File: src/rtl/msg_framer.sv
// Event-to-ASCII status message framer: queues fault/pick/drop events and streams
// each one as a complete text message over a valid/ready byte interface.
module msg_framer #(
    parameter int BYTE_GAP    = 4340,
    parameter int ID_W        = 4,
    parameter int QUEUE_DEPTH = 4
) (
    input  logic                           clk_50M,
    input  logic                           rst,
    input  logic                           ev_valid,
    output logic                           ev_ready,
    input  logic [1:0]                     ev_type,
    input  logic [1:0]                     ev_unit,
    input  logic [ID_W-1:0]                ev_id,
    output logic [7:0]                     tx_data,
    output logic                           tx_valid,
    input  logic                           tx_ready,
    output logic                           busy,
    output logic                           msg_done,
    output logic [$clog2(QUEUE_DEPTH):0]   queue_level,
    output logic [7:0]                     msg_count,
    output logic [7:0]                     rej_count
);

    localparam int PTR_W = $clog2(QUEUE_DEPTH);
    localparam int LVL_W = PTR_W + 1;
    localparam int EV_W  = 4 + ID_W;
    localparam int GAP_W = (BYTE_GAP < 2) ? 1 : $clog2(BYTE_GAP);
    localparam logic [GAP_W-1:0] GAP_LAST = GAP_W'((BYTE_GAP == 0) ? 0 : BYTE_GAP - 1);
    localparam logic [LVL_W-1:0] FULL_LVL = LVL_W'(QUEUE_DEPTH);
    localparam bit               NO_GAP   = (BYTE_GAP == 0);

    typedef enum logic [1:0] {IDLE, SEND, GAP} state_t;

    function automatic logic [7:0] hex_digit(input logic [ID_W-1:0] id);
        logic [3:0] v;
        v = 4'(id);
        return (v < 4'd10) ? (8'h30 + {4'h0, v}) : (8'h37 + {4'h0, v});
    endfunction

    function automatic logic [3:0] last_idx(input logic [1:0] typ);
        case (typ)
            2'd0:    return 4'd10;
            2'd1:    return 4'd11;
            default: return 4'd8;
        endcase
    endfunction

    // All three formats share the "XYM-USU-" prefix; they differ only from byte 8 on.
    function automatic logic [7:0] msg_byte(input logic [1:0] typ, input logic [1:0] unit,
                                            input logic [ID_W-1:0] id, input logic [3:0] idx);
        logic [7:0] u;
        logic [7:0] b;
        u = (unit == 2'd0) ? 8'h45 : (unit == 2'd1) ? 8'h43 : 8'h52;
        case (idx)
            4'd0:    b = (typ == 2'd0) ? 8'h46 : 8'h42;
            4'd1:    b = (typ == 2'd0) ? 8'h49 : (typ == 2'd1) ? 8'h50 : 8'h44;
            4'd2:    b = 8'h4D;
            4'd3:    b = 8'h2D;
            4'd4:    b = u;
            4'd5:    b = 8'h53;
            4'd6:    b = 8'h55;
            4'd7:    b = 8'h2D;
            4'd8:    b = (typ == 2'd0) ? hex_digit(id) : (typ == 2'd1) ? 8'h42 : 8'h23;
            4'd9:    b = (typ == 2'd1) ? hex_digit(id) : 8'h2D;
            4'd10:   b = (typ == 2'd1) ? 8'h2D : 8'h23;
            default: b = 8'h23;
        endcase
        return b;
    endfunction

    // Event FIFO
    logic [EV_W-1:0]  fifo_mem [QUEUE_DEPTH];
    logic [PTR_W-1:0] wr_ptr_q, rd_ptr_q;
    logic [LVL_W-1:0] level_q, level_d;
    logic             ev_ready_q;
    logic             accept, reserved, push, pop;
    logic [EV_W-1:0]  head;

    // Framer state
    state_t           state_q, state_d;
    logic [EV_W-1:0]  cur_q, cur_d;
    logic [3:0]       idx_q, idx_d;
    logic [GAP_W-1:0] gap_q, gap_d;
    logic             ended_q, ended_d;
    logic [7:0]       tx_data_q, tx_data_d;
    logic             msg_done_q, msg_done_d;
    logic [7:0]       msg_count_q, rej_count_q;

    logic [1:0]       cur_type, cur_unit, head_type, head_unit;
    logic [ID_W-1:0]  cur_id, head_id;

    assign accept   = ev_valid && ev_ready_q;
    assign reserved = (ev_type == 2'd3) || (ev_unit == 2'd3);
    assign push     = accept && !reserved;
    assign pop      = (state_q == IDLE) && (level_q != '0);
    assign head     = fifo_mem[rd_ptr_q];
    assign level_d  = level_q + LVL_W'(push) - LVL_W'(pop);

    assign head_type = head[EV_W-1 -: 2];
    assign head_unit = head[EV_W-3 -: 2];
    assign head_id   = head[ID_W-1:0];
    assign cur_type  = cur_q[EV_W-1 -: 2];
    assign cur_unit  = cur_q[EV_W-3 -: 2];
    assign cur_id    = cur_q[ID_W-1:0];

    always_ff @(posedge clk_50M) begin
        if (push) begin
            fifo_mem[wr_ptr_q] <= {ev_type, ev_unit, ev_id};
        end
    end

    // ev_ready is registered from the next occupancy, so a full FIFO refuses a push
    // even when the framer pops in the same cycle.
    always_ff @(posedge clk_50M) begin
        if (rst) begin
            wr_ptr_q    <= '0;
            rd_ptr_q    <= '0;
            level_q     <= '0;
            ev_ready_q  <= 1'b1;
            rej_count_q <= 8'd0;
        end else begin
            if (push) wr_ptr_q <= wr_ptr_q + PTR_W'(1);
            if (pop)  rd_ptr_q <= rd_ptr_q + PTR_W'(1);
            level_q    <= level_d;
            ev_ready_q <= (level_d != FULL_LVL);
            if (accept && reserved && rej_count_q != 8'hFF) begin
                rej_count_q <= rej_count_q + 8'd1;
            end
        end
    end

    always_comb begin
        state_d    = state_q;
        cur_d      = cur_q;
        idx_d      = idx_q;
        gap_d      = gap_q;
        ended_d    = ended_q;
        tx_data_d  = tx_data_q;
        msg_done_d = 1'b0;
        case (state_q)
            IDLE: begin
                if (pop) begin
                    cur_d     = head;
                    idx_d     = 4'd0;
                    tx_data_d = msg_byte(head_type, head_unit, head_id, 4'd0);
                    state_d   = SEND;
                end
            end
            SEND: begin
                if (tx_ready) begin
                    gap_d = '0;
                    if (idx_q == last_idx(cur_type)) begin
                        msg_done_d = 1'b1;
                        ended_d    = 1'b1;
                        state_d    = NO_GAP ? IDLE : GAP;
                    end else begin
                        idx_d   = idx_q + 4'd1;
                        ended_d = 1'b0;
                        if (NO_GAP) begin
                            tx_data_d = msg_byte(cur_type, cur_unit, cur_id, idx_q + 4'd1);
                        end else begin
                            state_d = GAP;
                        end
                    end
                end
            end
            GAP: begin
                if (gap_q == GAP_LAST) begin
                    if (ended_q) begin
                        state_d = IDLE;
                    end else begin
                        tx_data_d = msg_byte(cur_type, cur_unit, cur_id, idx_q);
                        state_d   = SEND;
                    end
                end else begin
                    gap_d = gap_q + GAP_W'(1);
                end
            end
            default: state_d = IDLE;
        endcase
    end

    always_ff @(posedge clk_50M) begin
        if (rst) begin
            state_q     <= IDLE;
            cur_q       <= '0;
            idx_q       <= 4'd0;
            gap_q       <= '0;
            ended_q     <= 1'b0;
            tx_data_q   <= 8'd0;
            msg_done_q  <= 1'b0;
            msg_count_q <= 8'd0;
        end else begin
            state_q    <= state_d;
            cur_q      <= cur_d;
            idx_q      <= idx_d;
            gap_q      <= gap_d;
            ended_q    <= ended_d;
            tx_data_q  <= tx_data_d;
            msg_done_q <= msg_done_d;
            if (msg_done_d) msg_count_q <= msg_count_q + 8'd1;
        end
    end

    assign ev_ready    = ev_ready_q;
    assign tx_data     = tx_data_q;
    assign tx_valid    = (state_q == SEND);
    assign busy        = (state_q != IDLE) || (level_q != '0);
    assign msg_done    = msg_done_q;
    assign queue_level = level_q;
    assign msg_count   = msg_count_q;
    assign rej_count   = rej_count_q;

endmodule

File: config.mk
export PLATFORM = sky130hd
export DESIGN_NAME = msg_framer
export DESIGN_NICKNAME = d
export VERILOG_FILES = /design/src/rtl/msg_framer.sv
export SDC_FILE = /design/constraint.sdc
export NUM_CORES = 1
export LEC_CHECK = 0
export BUFFER_PORTS_ARGS = -buffer_cell sky130_fd_sc_hd__buf_4
export CORE_UTILIZATION = 33
export CTS_CLUSTER_SIZE = 24
export DETAILED_ROUTE_END_ITERATION = 16
export HOLD_SLACK_MARGIN = 0.05
export MAX_ROUTING_LAYER = met4
export PLACE_DENSITY_LB_ADDON = 0.15
export RECOVER_POWER = 25
export SLEW_MARGIN = 20
export SYNTH_ARGS = -nofsm -noshare
export SYNTH_HDL_FRONTEND = slang
export SYNTH_SLANG_ARGS = --single-unit
export TNS_END_PERCENT = 5
File: constraint.sdc
create_clock -name clk_50M -period 3.3 [get_ports clk_50M]
set_clock_uncertainty 0.1 [all_clocks]
set_input_delay 0.33 -clock clk_50M [delete_from_list [all_inputs] [get_ports clk_50M]]
set_output_delay 0.33 -clock clk_50M [all_outputs]
set_load 0.03 [all_outputs]
==> flow_summary.json <==
{
  "syn2layout_area_growth_pct": 15.88,
  "cts_buffers": 9,
  "cts_setup_buffers": 0,
  "syn-num-nets": 467,
  "core_area_um2": 12820,
  "final_cell_mix": "dfxtp_1 (62), nor2_1 (44), nand2_1 (42)",
  "seq_area_um2": 2202,
  "grt_overflow": 0,
  "p_leak_nw": 1.775,
  "grt_max_degree": 52,
  "slowest_stage": "fa_1",
  "firstDrtPassIters": 4,
  "initial_core_util": 0.3440,
  "viasPerCell": 4.989,
  "synth.avg_cell_area_um2": 10.03,
  "ys_seq_area_frac": 0.4991,
  "ys_ff_latch": 94,
  "hold_start": "ev_id[2]",
  "tightest_slew_ns": 0.6990,
  "grt_pass1_vias": 3070,
  "crit_family": "adder cells",
  "wl_met3_um": 385,
  "clkTransAtPathRegs_ns": 0.07,
  "drt_wl_total_mm": 9.145,
  "async_flop_share": 0,
  "cts_tree": "done",
  "dpl_cell_area_um2": 4870,
  "worst_setup_path_end_kind": "register",
  "row_count": 41,
  "cts_resized": 0,
  "hold_violations": 0,
  "clock_latency_ns": 0.34,
  "rr_startpoint": "queue_level[1]$_SDFF_PP0_",
  "drt-met1-wl_mm": 4.251,
  "synthDistinctLibCells": 59,
  "maxCapViolations": 0,
  "wl_met2_mm": 4.406,
  "setup_tns_ns": 0,
  "top_layer": "met4",
  "drc": 0,
  "slowest_delay_ns": 0.37,
  "antenna_found_initial": 0,
  "synth_edf_count": 32,
  "ir_drop_mv": 0.3673,
  "cp-startpoint": "queue_level[1]$_SDFF_PP0_",
  "setup_ws_ns": 0.8630,
  "grt_usage": 0.1424,
  "final_core_utilization": 0.3986,
  "finalSetupViolCount": 0,
  "root_buffer": "clkbuf_16",
  "r2r_slack_ns": 0.86,
  "synthFlopType": "dfxtp_1",
  "r2r_cells": 11,
  "fin_crit_sh": 0.7385,
  "num_vias": 3243,
  "r2r_end": "ev_ready$_SDFF_PP1_",
  "crit_type": "register to register",
  "timing.fmax_ghz": 0.4103,
  "maxSlewHeadroom": 0.5336,
  "grt_pass1_wl_mm": 15.40,
  "cts_hold_buf": 0,
  "final_layout_size_suffix_gt1_frac": 0.1339,
  "dp_hpwl_mm": 6.453,
  "min_to": "fifo_mem[2][2]$_DFFE_PP_",
  "synthesis.area_um2": 4412,
  "detail_route.wl_per_cell_um": 14.07,
  "rsz0062_at_grt": "no",
  "mostFrequentLayoutCell": "dfxtp_1",
  "routabilityCongestion": 0.8409,
  "layout.nets": 500,
  "h-tree-depth": 3,
  "slew_viol_final": 0,
  "io_buffers": 41,
  "die_w_um": 117.6,
  "die_h_um": 117.6,
  "status": "completed",
  "die_area_um2": 13840,
  "io_pins": 43,
  "multiInputGateArea_um2": 2051,
  "cp_max_fo": 15,
  "pwr_density_cell_nw_per_um2": 733.3,
  "design_area_um2": 5112,
  "fin_total_pwr_mw": 3.749,
  "n_antenna_cell": 0,
  "cts_sinks": 94,
  "clk_path_buf_depth": 2,
  "pre_cts_ws_ns": 0.5557,
  "netlist_instances": 440,
  "hold_depth": 1,
  "worst_ep_required_time_ns": 3.44,
  "first_iter_violations": 134,
  "path_buf_inv": 2,
  "worstPathCellList": "nor3_1, nand2b_1, inv_2, ha_1, inv_1, ha_1, fa_1, xnor2_1, xnor2_1, nor2_1, nand2_1",
  "hold_class": "primary input to register",
  "ys_warn_count": 0,
  "arrival_ns": 2.57,
  "drtAntennaViolNets": 0,
  "fin_crit_ns": 2.437,
  "fillers": 1326,
  "crit_path_start_kind": "register"
}
-- layer usage --
layer,up-vias,GRT usage
met5,-,-
met4,0,0.03846
met3,8,0.04021
met2,56,0.2261
met1,1525,0.1770
li1,1654,-
-- state kept, by name, summed over array words and instances, names as in the netlist, 3 cells and up, named ones only --
| signal | count |
|---|---|
| idx_q | 4 |
| gap_q | 13 |
| fifo_mem | 32 |
| msg_count | 8 |
| cur_q | 8 |
| queue_level | 3 |
| tx_data | 7 |
| rej_count | 8 |
-- through the flow --
| stage | instances | hold WS [ns] |
|---|---|---|
| global route | 650 | 0.1550 |
| detailed placement | 634 | 0.3462 |
| CTS | 650 | 0.06651 |
| floorplan | 440 | 0.3289 |
| finish | 650 | 0.1473 |
| global placement | 634 | 0.3425 |
-- how the worst max path moves through the flow --
| stage | endpoint | slack, ns | cells after the start |
|---|---|---|---|
| 3_5_place_dp | ev_ready$_SDFF_PP1_ | 0.56 | 12 |
| 5_1_grt | ev_ready$_SDFF_PP1_ | 0.59 | 11 |
| 3_3_place_gp | ev_ready$_SDFF_PP1_ | 0.65 | 12 |
| 4_1_cts | ev_ready$_SDFF_PP1_ | 0.83 | 11 |
| 6_report | ev_ready$_SDFF_PP1_ | 0.86 | 11 |
| 2_1_floorplan | ev_ready$_SDFF_PP1_ | 0.50 | 13 |
-- cells in the mapped netlist, types with 2 or more instances --
| cell | number | area, µm² |
|---|---|---|
| a211oi_1 | 4 | 30.03 |
| a21oi_1 | 32 | 160.2 |
| a221oi_1 | 2 | 17.52 |
| a22oi_1 | 2 | 15.01 |
| a311oi_1 | 2 | 17.52 |
| and2_1 | 7 | 43.79 |
| and3_1 | 3 | 18.77 |
| clkbuf_1 | 20 | 75.07 |
| dfxtp_1 | 62 | 1241 |
| edfxtp_1 | 32 | 960.9 |
| ha_1 | 14 | 175.2 |
| inv_1 | 17 | 63.81 |
| inv_2 | 2 | 7.510 |
| mux2i_1 | 6 | 60.06 |
| mux4_2 | 8 | 180.2 |
| nand2_1 | 42 | 157.7 |
| nand2b_1 | 6 | 37.54 |
| nand3_1 | 9 | 45.04 |
| nand4_1 | 8 | 50.05 |
| nor2_1 | 44 | 165.2 |
| nor2b_1 | 6 | 37.54 |
| nor3_1 | 15 | 75.07 |
| nor4_1 | 3 | 18.77 |
| o2111ai_1 | 3 | 26.28 |
| o211ai_1 | 4 | 30.03 |
| o21a_1 | 2 | 15.01 |
| o21ai_0 | 10 | 50.05 |
| o21ai_1 | 7 | 35.03 |
| o22ai_1 | 2 | 12.51 |
| o311ai_0 | 2 | 17.52 |
| o41ai_2 | 2 | 32.53 |
| or3_1 | 8 | 50.05 |
| or3b_1 | 2 | 17.52 |
| or4_4 | 2 | 22.52 |
| xnor2_1 | 17 | 148.9 |
| xor2_1 | 10 | 87.58 |
-- logic make-up (layout without fill, tap and decap cells) --
family	after synthesis	count (layout)	synth area share
and+or+nand+nor	161	161	0.1795
DFF	94	94	0.4991
AOI/OAI and AO/OA	87	87	0.1322
buffers and inverters	41	79	0.03602
xor gates and xnor gates	27	27	0.05360
adders and majority gates	15	15	0.04424
muxes	14	14	0.05445
other	1	1	0.0008500
-- cell type report --
cell class	count	area share
multi-input combinational	305	0.4011
timing repair buffer	44	0.05360
inverter	19	0.01395
sequential	94	0.4307
clock buffer	9	0.04405
tap	172	0.04209
clock inverter	7	0.01444
-- report_power, final --
part / total (mW) / internal (mW) / switching, mW
registers: 1.49 / 1.33 / 0.158
logic: 1.25 / 0.502 / 0.750
clock network: 1.01 / 0.534 / 0.477
total: 3.75 / 2.36 / 1.39
(Power assumes the default switching activity.)
